[config.mk]
export PLATFORM = sky130hd
export DESIGN_NAME = batrider_cen_sched
export DESIGN_NICKNAME = d
export VERILOG_FILES = /design/src/rtl/batrider_cen_sched.sv
export SDC_FILE = /design/constraint.sdc
export NUM_CORES = 1
export LEC_CHECK = 0
export BUFFER_PORTS_ARGS = -buffer_cell sky130_fd_sc_hd__buf_2
export CAP_MARGIN = 20
export CORE_ASPECT_RATIO = 0.8
export CORE_MARGIN = 2
export CORE_UTILIZATION = 47
export DETAILED_ROUTE_END_ITERATION = 6
export GPL_ROUTABILITY_DRIVEN = 0
export GPL_TIMING_DRIVEN = 0
export HOLD_SLACK_MARGIN = 0.05
export MAX_ROUTING_LAYER = met4
export PLACE_DENSITY_LB_ADDON = 0.1
export SKIP_CTS_REPAIR_TIMING = 1
export SYNTH_ARGS = -nofsm -noshare
export SYNTH_HDL_FRONTEND = slang
export SYNTH_SLANG_ARGS = --single-unit
[constraint.sdc]
create_clock -name CLK -period 11.6 [get_ports CLK]
set_clock_uncertainty 0.2 [all_clocks]
set_input_delay 2.32 -clock CLK [delete_from_list [all_inputs] [get_ports CLK]]
set_output_delay 2.32 -clock CLK [all_outputs]
set_load 0.005 [all_outputs]
[src/rtl/batrider_cen_sched.sv]
// Four fractional-N clock-enable generators (rate N/M) with a handshaked reconfiguration port.
// Optional macro BATRIDER_CEN_SLOWDOWN_EN adds SLOW[1:0] pulse decimation per channel.
module batrider_cen_sched #(
    parameter logic [63:0] NDEF = {16'd1, 16'd1, 16'd1, 16'd1},
    parameter logic [79:0] MDEF = {20'd7, 20'd18, 20'd30, 20'd24}
) (
    input  logic        CLK,
    input  logic        RESET,
    input  logic        PAUSE,
`ifdef BATRIDER_CEN_SLOWDOWN_EN
    input  logic [1:0]  SLOW,
`endif
    input  logic        CFG_VALID,
    output logic        CFG_READY,
    input  logic [1:0]  CFG_CH,
    input  logic [15:0] CFG_N,
    input  logic [19:0] CFG_M,
    output logic        CFG_ERR,
    output logic [3:0]  CEN,
    output logic [3:0]  CENB
);

    localparam logic [0:0] ST_IDLE  = 1'b0;
    localparam logic [0:0] ST_APPLY = 1'b1;

    logic [0:0]  state_r;
    logic        ready_r;
    logic        err_r;
    logic [1:0]  pend_ch_r;
    logic [15:0] pend_n_r;
    logic [19:0] pend_m_r;
    logic        pend_ok_r;

    logic [15:0] n_r   [4];
    logic [19:0] m_r   [4];
    logic [19:0] acc_r [4];
    logic [3:0]  h_r;
    logic [3:0]  cen_r;
    logic [3:0]  cenb_r;

    logic [20:0] sum_s      [4];
    logic [19:0] acc_next_s [4];
    logic [3:0]  hit_s;
    logic [3:0]  half_s;
    logic [3:0]  apply_s;
    logic [3:0]  hide_s;
    logic [3:0]  gate_s;
    logic        accept_s;
    logic        cfg_ok_s;

    // Accumulator step, pulse decisions and configuration decode
    always_comb begin
        cfg_ok_s = (CFG_M != 20'd0) && ({4'd0, CFG_N} <= CFG_M);
        accept_s = CFG_VALID & ready_r;
        hit_s    = 4'd0;
        half_s   = 4'd0;
        apply_s  = 4'd0;
        hide_s   = 4'd0;
        for (int i = 0; i < 4; i++) begin
            sum_s[i]  = {1'b0, acc_r[i]} + {5'd0, n_r[i]};
            hit_s[i]  = (sum_s[i] >= {1'b0, m_r[i]});
            // n==0 must stay silent even when m==1 makes the half-point zero
            half_s[i] = !hit_s[i] && !h_r[i] && (n_r[i] != 16'd0)
                        && (sum_s[i] >= {2'd0, m_r[i][19:1]});
            if (hit_s[i]) begin
                acc_next_s[i] = 20'(sum_s[i] - {1'b0, m_r[i]});
            end else begin
                acc_next_s[i] = sum_s[i][19:0];
            end
            apply_s[i] = (state_r == ST_APPLY) && pend_ok_r && (pend_ch_r == 2'(i));
            hide_s[i]  = accept_s && cfg_ok_s && (CFG_CH == 2'(i));
        end
    end

`ifdef BATRIDER_CEN_SLOWDOWN_EN
    logic [1:0] cnt_r [4];
    logic [1:0] slow_mask_s;

    // Decimation modulus and per-channel pass gate
    always_comb begin
        case (SLOW)
            2'd0:    slow_mask_s = 2'd0;
            2'd1:    slow_mask_s = 2'd1;
            default: slow_mask_s = 2'd3;
        endcase
        gate_s = 4'd0;
        for (int i = 0; i < 4; i++) begin
            gate_s[i] = (cnt_r[i] == 2'd0);
        end
    end
`else
    assign gate_s = 4'b1111;
`endif

    // Configuration port handshake; the write is captured on accept and applied one cycle later
    always_ff @(posedge CLK) begin
        if (RESET) begin
            state_r   <= ST_IDLE;
            ready_r   <= 1'b0;
            err_r     <= 1'b0;
            pend_ch_r <= 2'd0;
            pend_n_r  <= 16'd0;
            pend_m_r  <= 20'd0;
            pend_ok_r <= 1'b0;
        end else begin
            case (state_r)
                ST_IDLE: begin
                    if (accept_s) begin
                        state_r   <= ST_APPLY;
                        ready_r   <= 1'b0;
                        err_r     <= !cfg_ok_s;
                        pend_ch_r <= CFG_CH;
                        pend_n_r  <= CFG_N;
                        pend_m_r  <= CFG_M;
                        pend_ok_r <= cfg_ok_s;
                    end else begin
                        ready_r <= 1'b1;
                        err_r   <= 1'b0;
                    end
                end
                ST_APPLY: begin
                    state_r   <= ST_IDLE;
                    ready_r   <= 1'b1;
                    err_r     <= 1'b0;
                    pend_ok_r <= 1'b0;
                end
                default: begin
                    state_r   <= ST_IDLE;
                    ready_r   <= 1'b0;
                    err_r     <= 1'b0;
                    pend_ok_r <= 1'b0;
                end
            endcase
        end
    end

    // Channel state: reset defaults, reconfiguration, pause hold, normal accumulation
    always_ff @(posedge CLK) begin
        for (int i = 0; i < 4; i++) begin
            if (RESET) begin
                n_r[i]    <= NDEF[i*16 +: 16];
                m_r[i]    <= MDEF[i*20 +: 20];
                acc_r[i]  <= 20'd0;
                h_r[i]    <= 1'b0;
                cen_r[i]  <= 1'b0;
                cenb_r[i] <= 1'b0;
`ifdef BATRIDER_CEN_SLOWDOWN_EN
                cnt_r[i]  <= 2'd0;
`endif
            end else if (apply_s[i]) begin
                n_r[i]    <= pend_n_r;
                m_r[i]    <= pend_m_r;
                acc_r[i]  <= 20'd0;
                h_r[i]    <= 1'b0;
                cen_r[i]  <= 1'b0;
                cenb_r[i] <= 1'b0;
            end else if (PAUSE) begin
                cen_r[i]  <= 1'b0;
                cenb_r[i] <= 1'b0;
            end else begin
                acc_r[i]  <= acc_next_s[i];
                h_r[i]    <= hit_s[i] ? 1'b0 : (half_s[i] | h_r[i]);
                // a channel about to be rewritten stays silent while the write is in flight
                cen_r[i]  <= hit_s[i] & gate_s[i] & !hide_s[i];
                cenb_r[i] <= half_s[i] & gate_s[i] & !hide_s[i];
`ifdef BATRIDER_CEN_SLOWDOWN_EN
                if (hit_s[i]) begin
                    cnt_r[i] <= (cnt_r[i] + 2'd1) & slow_mask_s;
                end else begin
                    cnt_r[i] <= cnt_r[i];
                end
`endif
            end
        end
    end

    assign CFG_READY = ready_r;
    assign CFG_ERR   = err_r;
    assign CEN       = cen_r;
    assign CENB      = cenb_r;

endmodule

==> results of run 1 <==
[per-stage QoR]
stage | util [%] | hold slack [ns] | std cells
after global placement | 50.00 | 0.2342 | 2644
after detailed placement | 50.26 | 0.2420 | 2648
after CTS | 52.60 | 0.2659 | 2702
final | 52.62 | 0.2750 | 2704
after floorplan | - | 0.2031 | 2042
after global routing | 52.62 | 0.2809 | 2704
[cell families after synthesis]
group | after synthesis | synth area share [%]
compound gates | 526 | 17.83
simple gates | 626 | 15.93
xor+xnor | 129 | 5.621
flops | 278 | 38.84
fa+ha+maj | 244 | 15.49
mux | 52 | 2.589
buf+inv | 187 | 3.710
[final cells by class]
| cell class | instances | area [µm²] |
|---|---|---|
| plain buffers | 46 | 216.5 |
| inverters | 141 | 529.3 |
| multi-input cells | 1577 | 11580 |
| clock inverters | 7 | 45.04 |
| repair buffers | 55 | 337.8 |
| clock buffers | 47 | 939.7 |
| fillers | 3846 | 19940 |
| flip-flops and latches | 278 | 7807 |
| diodes | 1 | 2.502 |
| well taps | 552 | 690.7 |
[worst max-delay path, cell delays in order, from the launching register on]
cell	delay [ns]
sky130_fd_sc_hd__edfxtp_1	0.44
sky130_fd_sc_hd__ha_1	0.26
sky130_fd_sc_hd__fa_1	0.42
sky130_fd_sc_hd__a21oi_1	0.26
sky130_fd_sc_hd__o211ai_1	0.19
sky130_fd_sc_hd__o21ai_1	0.29
sky130_fd_sc_hd__o21bai_1	0.18
sky130_fd_sc_hd__o21ai_0	0.56
sky130_fd_sc_hd__nor2_1	0.11
sky130_fd_sc_hd__xor2_1	0.22
sky130_fd_sc_hd__ha_1	0.30
sky130_fd_sc_hd__clkbuf_1	0.26
sky130_fd_sc_hd__and4_1	0.23
sky130_fd_sc_hd__nand4_1	0.09
sky130_fd_sc_hd__nor4_1	0.26
sky130_fd_sc_hd__a2111o_1	0.17
sky130_fd_sc_hd__a311oi_2	0.06
sky130_fd_sc_hd__o22ai_2	0.34
sky130_fd_sc_hd__buf_2	0.41
sky130_fd_sc_hd__nor2_1	0.07
sky130_fd_sc_hd__a211oi_1	0.37
[power by group]
part           internal (mW)  switching, mW  total [mW]
Combinational          0.733           1.00        1.73
Sequential              1.17         0.0578        1.23
Clock                  0.555          0.404       0.959
[cells in the mapped netlist, types with 5 or more instances]
master	number	share of area, %
sky130_fd_sc_hd__o21ai_1	6	0.15
sky130_fd_sc_hd__dfxtp_1	54	5.4
sky130_fd_sc_hd__o21ai_0	66	1.6
sky130_fd_sc_hd__mux2i_1	52	2.6
sky130_fd_sc_hd__nand4_1	37	1.2
sky130_fd_sc_hd__a31o_2	8	0.35
sky130_fd_sc_hd__xnor2_1	84	3.7
sky130_fd_sc_hd__o21a_1	18	0.67
sky130_fd_sc_hd__o21bai_1	18	0.67
sky130_fd_sc_hd__a211o_1	5	0.22
sky130_fd_sc_hd__a211oi_1	29	1.1
sky130_fd_sc_hd__a2111oi_0	9	0.39
sky130_fd_sc_hd__or2_2	8	0.25
sky130_fd_sc_hd__o31ai_1	5	0.19
sky130_fd_sc_hd__nor3_1	27	0.67
sky130_fd_sc_hd__o22ai_1	7	0.22
sky130_fd_sc_hd__o221ai_1	5	0.22
sky130_fd_sc_hd__ha_1	236	15
sky130_fd_sc_hd__a21oi_1	160	4.0
sky130_fd_sc_hd__and2_1	137	4.3
sky130_fd_sc_hd__or3_1	8	0.25
sky130_fd_sc_hd__clkbuf_1	33	0.62
sky130_fd_sc_hd__nor2_1	170	3.2
sky130_fd_sc_hd__nand3_1	37	0.92
sky130_fd_sc_hd__nand2b_1	26	0.81
sky130_fd_sc_hd__inv_1	141	2.6
sky130_fd_sc_hd__nand2_1	92	1.7
sky130_fd_sc_hd__o211ai_1	10	0.37
sky130_fd_sc_hd__xor2_1	45	2.0
sky130_fd_sc_hd__a22o_1	40	1.7
sky130_fd_sc_hd__a31oi_1	12	0.37
sky130_fd_sc_hd__and3_1	16	0.50
sky130_fd_sc_hd__edfxtp_1	224	33
sky130_fd_sc_hd__a21o_1	79	3.0
sky130_fd_sc_hd__fa_1	8	0.80
sky130_fd_sc_hd__buf_2	5	0.12
sky130_fd_sc_hd__nor4_1	31	0.96
sky130_fd_sc_hd__nor2b_1	26	0.81
[routing by layer]
| layer | routed length, µm | share of wire (%) | track usage, % | up-vias |
|---|---|---|---|---|
| met5 | 0 | 0 | - | - |
| met4 | 1336 | 2.4 | 5.806 | 0 |
| met3 | 3389 | 6.0 | 3.266 | 79 |
| met2 | 23390 | 41 | 37.47 | 488 |
| met1 | 28330 | 50 | 38.45 | 7567 |
| li1 | - | - | - | 7703 |
[worst paths after layout]
check                                from           to  slack [ns]  cells after the start
worst max-delay path            n_r[3][0]  acc_r[3][0]        5.68                     20
worst min-delay path               h_r[1]      CENB[1]        0.28                      1
worst max register to register  n_r[3][0]  acc_r[3][0]        5.68                     20
worst min register to register     h_r[1]      CENB[1]        0.28                      1
[sequential cells by signal, indices dropped and copies added (netlist names)]
signal / count
acc_r: 80
m_r: 80
n_r: 64
pend_m_r: 20
pend_n_r: 16
CENB: 4
CEN: 4
h_r: 4
pend_ch_r: 2
CFG_ERR: 1
CFG_READY: 1
pend_ok_r: 1
state_r: 1
[placed cells by master, fill, tap and decap left out, drive strengths merged, types with 16 or more instances in the layout]
master	Yosys	layout
edfxtp	224	224
and2	137	137
dfxtp	54	54
a21oi	160	160
nand2b	26	26
a21o	79	79
nand4	37	37
inv	141	145
nor2b	26	26
nand2	92	92
nor3	28	28
clkbuf	33	81
nor2	170	170
o21bai	18	18
mux2i	52	52
nand3	37	37
nor4	31	31
buf	13	67
o21a	18	18
a22o	40	40
xor2	45	45
xnor2	84	84
a211oi	31	31
o21ai	73	73
and3	16	16
ha	236	236
==> qor.csv, run 1 <==
metric,value,unit
Post-route DRC,0,
synthesized cell area,20100,µm²
# IOs,52,
crit path time final,5.920,ns
maximum capacitance violations,0,
mean area per synthesized cell,9.844,µm²
Max clock buf depth,3,
post-detailed-route via-to-cell ratio,5.857,
post-route worst setup slack,5.680,ns
growth of design area from synthesis to finish,10.16,%
area of all placed cells without fillers,22150,µm²
vias in the first global route,15040,
sequential-to-total area share from yosys stat,38.84,%
initial core utilization,47.77,%
Detailed Place HPWL,43760,µm
Synthesized Nets,2328,
horizontal die dimension,235.2,µm
Total Routed Length,56440,µm
length of the first detailed-routing pass in iterations,7,
maximum number of pins on one net before global-route repair,38,
post-synthesis register bit count,278,
Port Buffers,50,
worst slew slack as a fraction of its limit,31.06,%
overall fraction of global-route tracks in use,25.86,%
type of the worst setup path,reg -> reg,
Die Footprint,44450,µm²
crit path launch type,flip-flop,
min-delay worst type,reg -> reg,
Critical Path AT,6.07,ns
Num CTS Buffers,29,
global-route wire length before repair,86610,µm
result of the run,finished clean,
number of distinct standard cells referenced by the synthesized netlist,75,
number of synthesis warnings,0,
Setup Viol. Count Final,0,
core footprint,42080,µm²
clock-pin transition on the worst setup and hold timing paths,0.06,ns
global-route congestion overflow total,0,
actual slew at the worst max-slew pin,1.032,ns
share of cells above drive strength 1,7.066,%
Clk Tree Root Cell,sky130_fd_sc_hd__clkbuf_16,
peak supply drop,133.1,µV
antenna violations before repair,2,
endpoint class of the critical path,flip-flop,
post-route ant nets,0,
Detailed Route Iter0 Violations,1436,
power after layout,3.921,mW
ratio of total power to cell area,177.1,nW/µm²
share of synthesized registers carrying an async set or reset,0,%
Post-Synthesis Cells,2042,
CTS tree,built,
Most used DFF post-synth,sky130_fd_sc_hd__edfxtp_1,
post-place instance area,21150,µm²
setup repair after global routing missed its margin,no,
maximum fanout along the worst path,10,
detailed-route via count,15840,
leakage power total,9.725,nW
setup tns final,0,ns
Final #Nets,2414,
wire length per cell after detailed routing,20.87,µm
Core Rows,67,
data required time of the worst path,11.75,ns
Clock Latency Late Sink,0.58,ns
Chip Height,189.0,µm
H-tree depth,1,
Sink Count,278,
Final Slew Violations,0,
number of endpoints with negative hold slack in the final report,0,
"EDFF count, synth",224,
final period utilization,51.04,%
fmax,168.9,MHz
worst slack after detailed placement,5.778,ns
No activity file was read; power rests on OpenSTA's default activity.
==> run 2: changes to the inputs <==
==> constraint.sdc (replaced) <==
create_clock -name CLK -period 5.45 [get_ports CLK]
set_clock_uncertainty 0.2 [all_clocks]
set_input_delay 1.09 -clock CLK [delete_from_list [all_inputs] [get_ports CLK]]
set_output_delay 1.09 -clock CLK [all_outputs]
set_load 0.005 [all_outputs]
==> run 2 against run 1 <==
Cell count increased by 0.11%. Clock power increased by 110%. First-iteration DRC count decreased by 2.0%.
==> qor.csv, run 2 (synthesized netlist as in run 1, its figures left out) <==
metric,value,unit,change
result of the run,finished clean,,
maximum capacitance violations,0,,unchanged
fmax,192.7,MHz,+14%
Die Footprint,44450,µm²,unchanged
vias in the first global route,15040,,unchanged
Post-route DRC,0,,unchanged
crit path launch type,flip-flop,,
Clock Latency Late Sink,0.58,ns,about the same
data required time of the worst path,5.56,ns,-6.19 ns
power share of the sequential group,31.1,%,-0.2 points
Final #Nets,2417,,+0.12%
growth of design area from synthesis to finish,11.00,%,
Detailed Route Iter0 Violations,1407,,-2.0%
Core Rows,67,,unchanged
horizontal die dimension,235.2,µm,unchanged
crit path time final,5.190,ns,-0.7302 ns
maximum number of pins on one net before global-route repair,38,,unchanged
detailed-route via count,15830,,-0.063%
Final Slew Violations,0,,unchanged
combinational group share of total power,44.7,%,+0.5 points
Total Routed Length,56450,µm,about the same
setup tns final,0,ns,unchanged
switching power,3.140,mW,+110%
total of fill cells in the finished design,3831,,-0.39%
number of endpoints with negative hold slack in the final report,0,,unchanged
maximum fanout along the worst path,10,,unchanged
post-route worst setup slack,0.2599,ns,-5.420 ns
type of the worst setup path,reg -> reg,,
final period utilization,95.23,%,+44 points
post-route ant nets,0,,unchanged
"commonest cells after routing, fill and taps aside","235 x sky130_fd_sc_hd__ha_1, 224 x sky130_fd_sc_hd__edfxtp_1, 170 x sky130_fd_sc_hd__nor2_1",,
Setup Viol. Count Final,0,,unchanged
Sink Count,278,,unchanged
Clk Tree Root Cell,sky130_fd_sc_hd__clkbuf_16,,
peak supply drop,283.9,µV,+110%
Port Buffers,50,,unchanged
Num CTS Buffers,29,,unchanged
worst slack after detailed placement,-0.3724,ns,-6.150 ns
global-route wire length before repair,86610,µm,unchanged
share of cells above drive strength 1,8.032,%,+0.97 points
min-delay worst type,reg -> reg,,
leakage power total,9.767,nW,+0.43%
overall fraction of global-route tracks in use,25.86,%,unchanged
core footprint,42080,µm²,unchanged
actual slew at the worst max-slew pin,1.029,ns,-0.002760 ns
Max clock buf depth,3,,unchanged
ratio of total power to cell area,377.0,nW/µm²,+110%
global-route congestion overflow total,0,,unchanged
Internal Pwr Total,5.273,mW,+110%
Chip Height,189.0,µm,unchanged
endpoint class of the critical path,flip-flop,,
antenna violations before repair,2,,unchanged
length of the first detailed-routing pass in iterations,6,,-1
clock share of power,24.3,%,-0.2 points
worst slew slack as a fraction of its limit,31.25,%,+0.18 points
Min Hold Slack,0.2767,ns,+0.001667 ns
Critical Path AT,5.30,ns,-0.77 ns
wire length per cell after detailed routing,20.85,µm,about the same
clock-pin transition on the worst setup and hold timing paths,0.06,ns,about the same
registers with the highest flip-flop counts,"acc_r x80, m_r x80, n_r x64",,
initial core utilization,47.77,%,unchanged
CTS tree,built,,
Detailed Place HPWL,43760,µm,unchanged
"leading cell type in the layout, fill and taps excluded",sky130_fd_sc_hd__ha_1,,
# IOs,52,,unchanged
switching fraction of total power,37.32,%,about the same
post-detailed-route via-to-cell ratio,5.847,,-0.17%
H-tree depth,1,,unchanged
Final Core Density,53.02,%,+0.40 points
run 2: cell count changes in the layout (fill, tap and decap cells not counted), sizes merged:
cell,previous run,this run
buf,67,69
clkbuf,81,82
run 2: routing by layer:
metal | vias to the layer above | track usage (%) | routed length [µm]
met5 | - | - | 0
met4 | 0 | 5.806 | 1498
met3 | 83 | 3.266 | 3514
met2 | 478 | 37.47 | 23260
met1 | 7557 | 38.45 | 28180
li1 | 7709 | - | -
run 2: final timing paths:
kind / end / cells after the start / start / slack (ns)
setup / recovery: acc_r[1][11] / 19 / n_r[1][0] / 0.26
hold / removal: CENB[1] / 1 / h_r[1] / 0.28
setup reg to reg: acc_r[1][11] / 19 / n_r[1][0] / 0.26
hold reg to reg: CENB[1] / 1 / h_r[1] / 0.28
run 2: through the flow:
stage          area (µm²)  instances  power, mW
2_1_floorplan       20100       2042      5.452
3_3_place_gp        21040       2644      6.201
3_5_place_dp        21150       2648      6.267
4_1_cts             22140       2702      8.309
5_1_grt             22310       2707      8.959
6_report            22310       2707      8.413
run 2: cell type report:
class	instances	area, µm²	share of cell area (%)
Timing Repair Buffer	59	367.9	1.649
Multi-Input combinational cell	1577	11700	52.45
Clock buffer	47	939.7	4.211
Buffer	45	226.5	1.015
Inverter	141	529.3	2.372
Clock inverter	7	45.04	0.2019
Tap cell	552	690.7	3.095
Antenna cell	1	2.502	0.01122
Sequential cell	278	7807	34.99
run 2: power by group through the flow:
stage	Clock (mW)	Sequential [mW]	Combinational, mW
detailed placement	0	2.66	3.61
global route	2.13	2.63	4.20
finish	2.04	2.61	3.76
CTS	2.06	2.61	3.64
global placement	0	2.65	3.55
floorplan	0	2.60	2.86
run 2: worst max-delay path, cell delays in order, from the launching register on:
cell	delay (ns)
sky130_fd_sc_hd__edfxtp_1	0.41
sky130_fd_sc_hd__ha_1	0.25
sky130_fd_sc_hd__fa_1	0.44
sky130_fd_sc_hd__a211oi_1	0.25
sky130_fd_sc_hd__o21bai_1	0.19
sky130_fd_sc_hd__o221ai_2	0.23
sky130_fd_sc_hd__o211ai_2	0.16
sky130_fd_sc_hd__a41o_1	0.33
sky130_fd_sc_hd__o22ai_2	0.21
sky130_fd_sc_hd__xnor2_2	0.17
sky130_fd_sc_hd__ha_1	0.31
sky130_fd_sc_hd__nor2b_1	0.15
sky130_fd_sc_hd__or3_1	0.30
sky130_fd_sc_hd__a21o_1	0.18
sky130_fd_sc_hd__a221oi_1	0.24
sky130_fd_sc_hd__o211a_1	0.19
sky130_fd_sc_hd__buf_4	0.20
sky130_fd_sc_hd__buf_6	0.19
sky130_fd_sc_hd__mux2i_1	0.22
sky130_fd_sc_hd__nor2_1	0.08
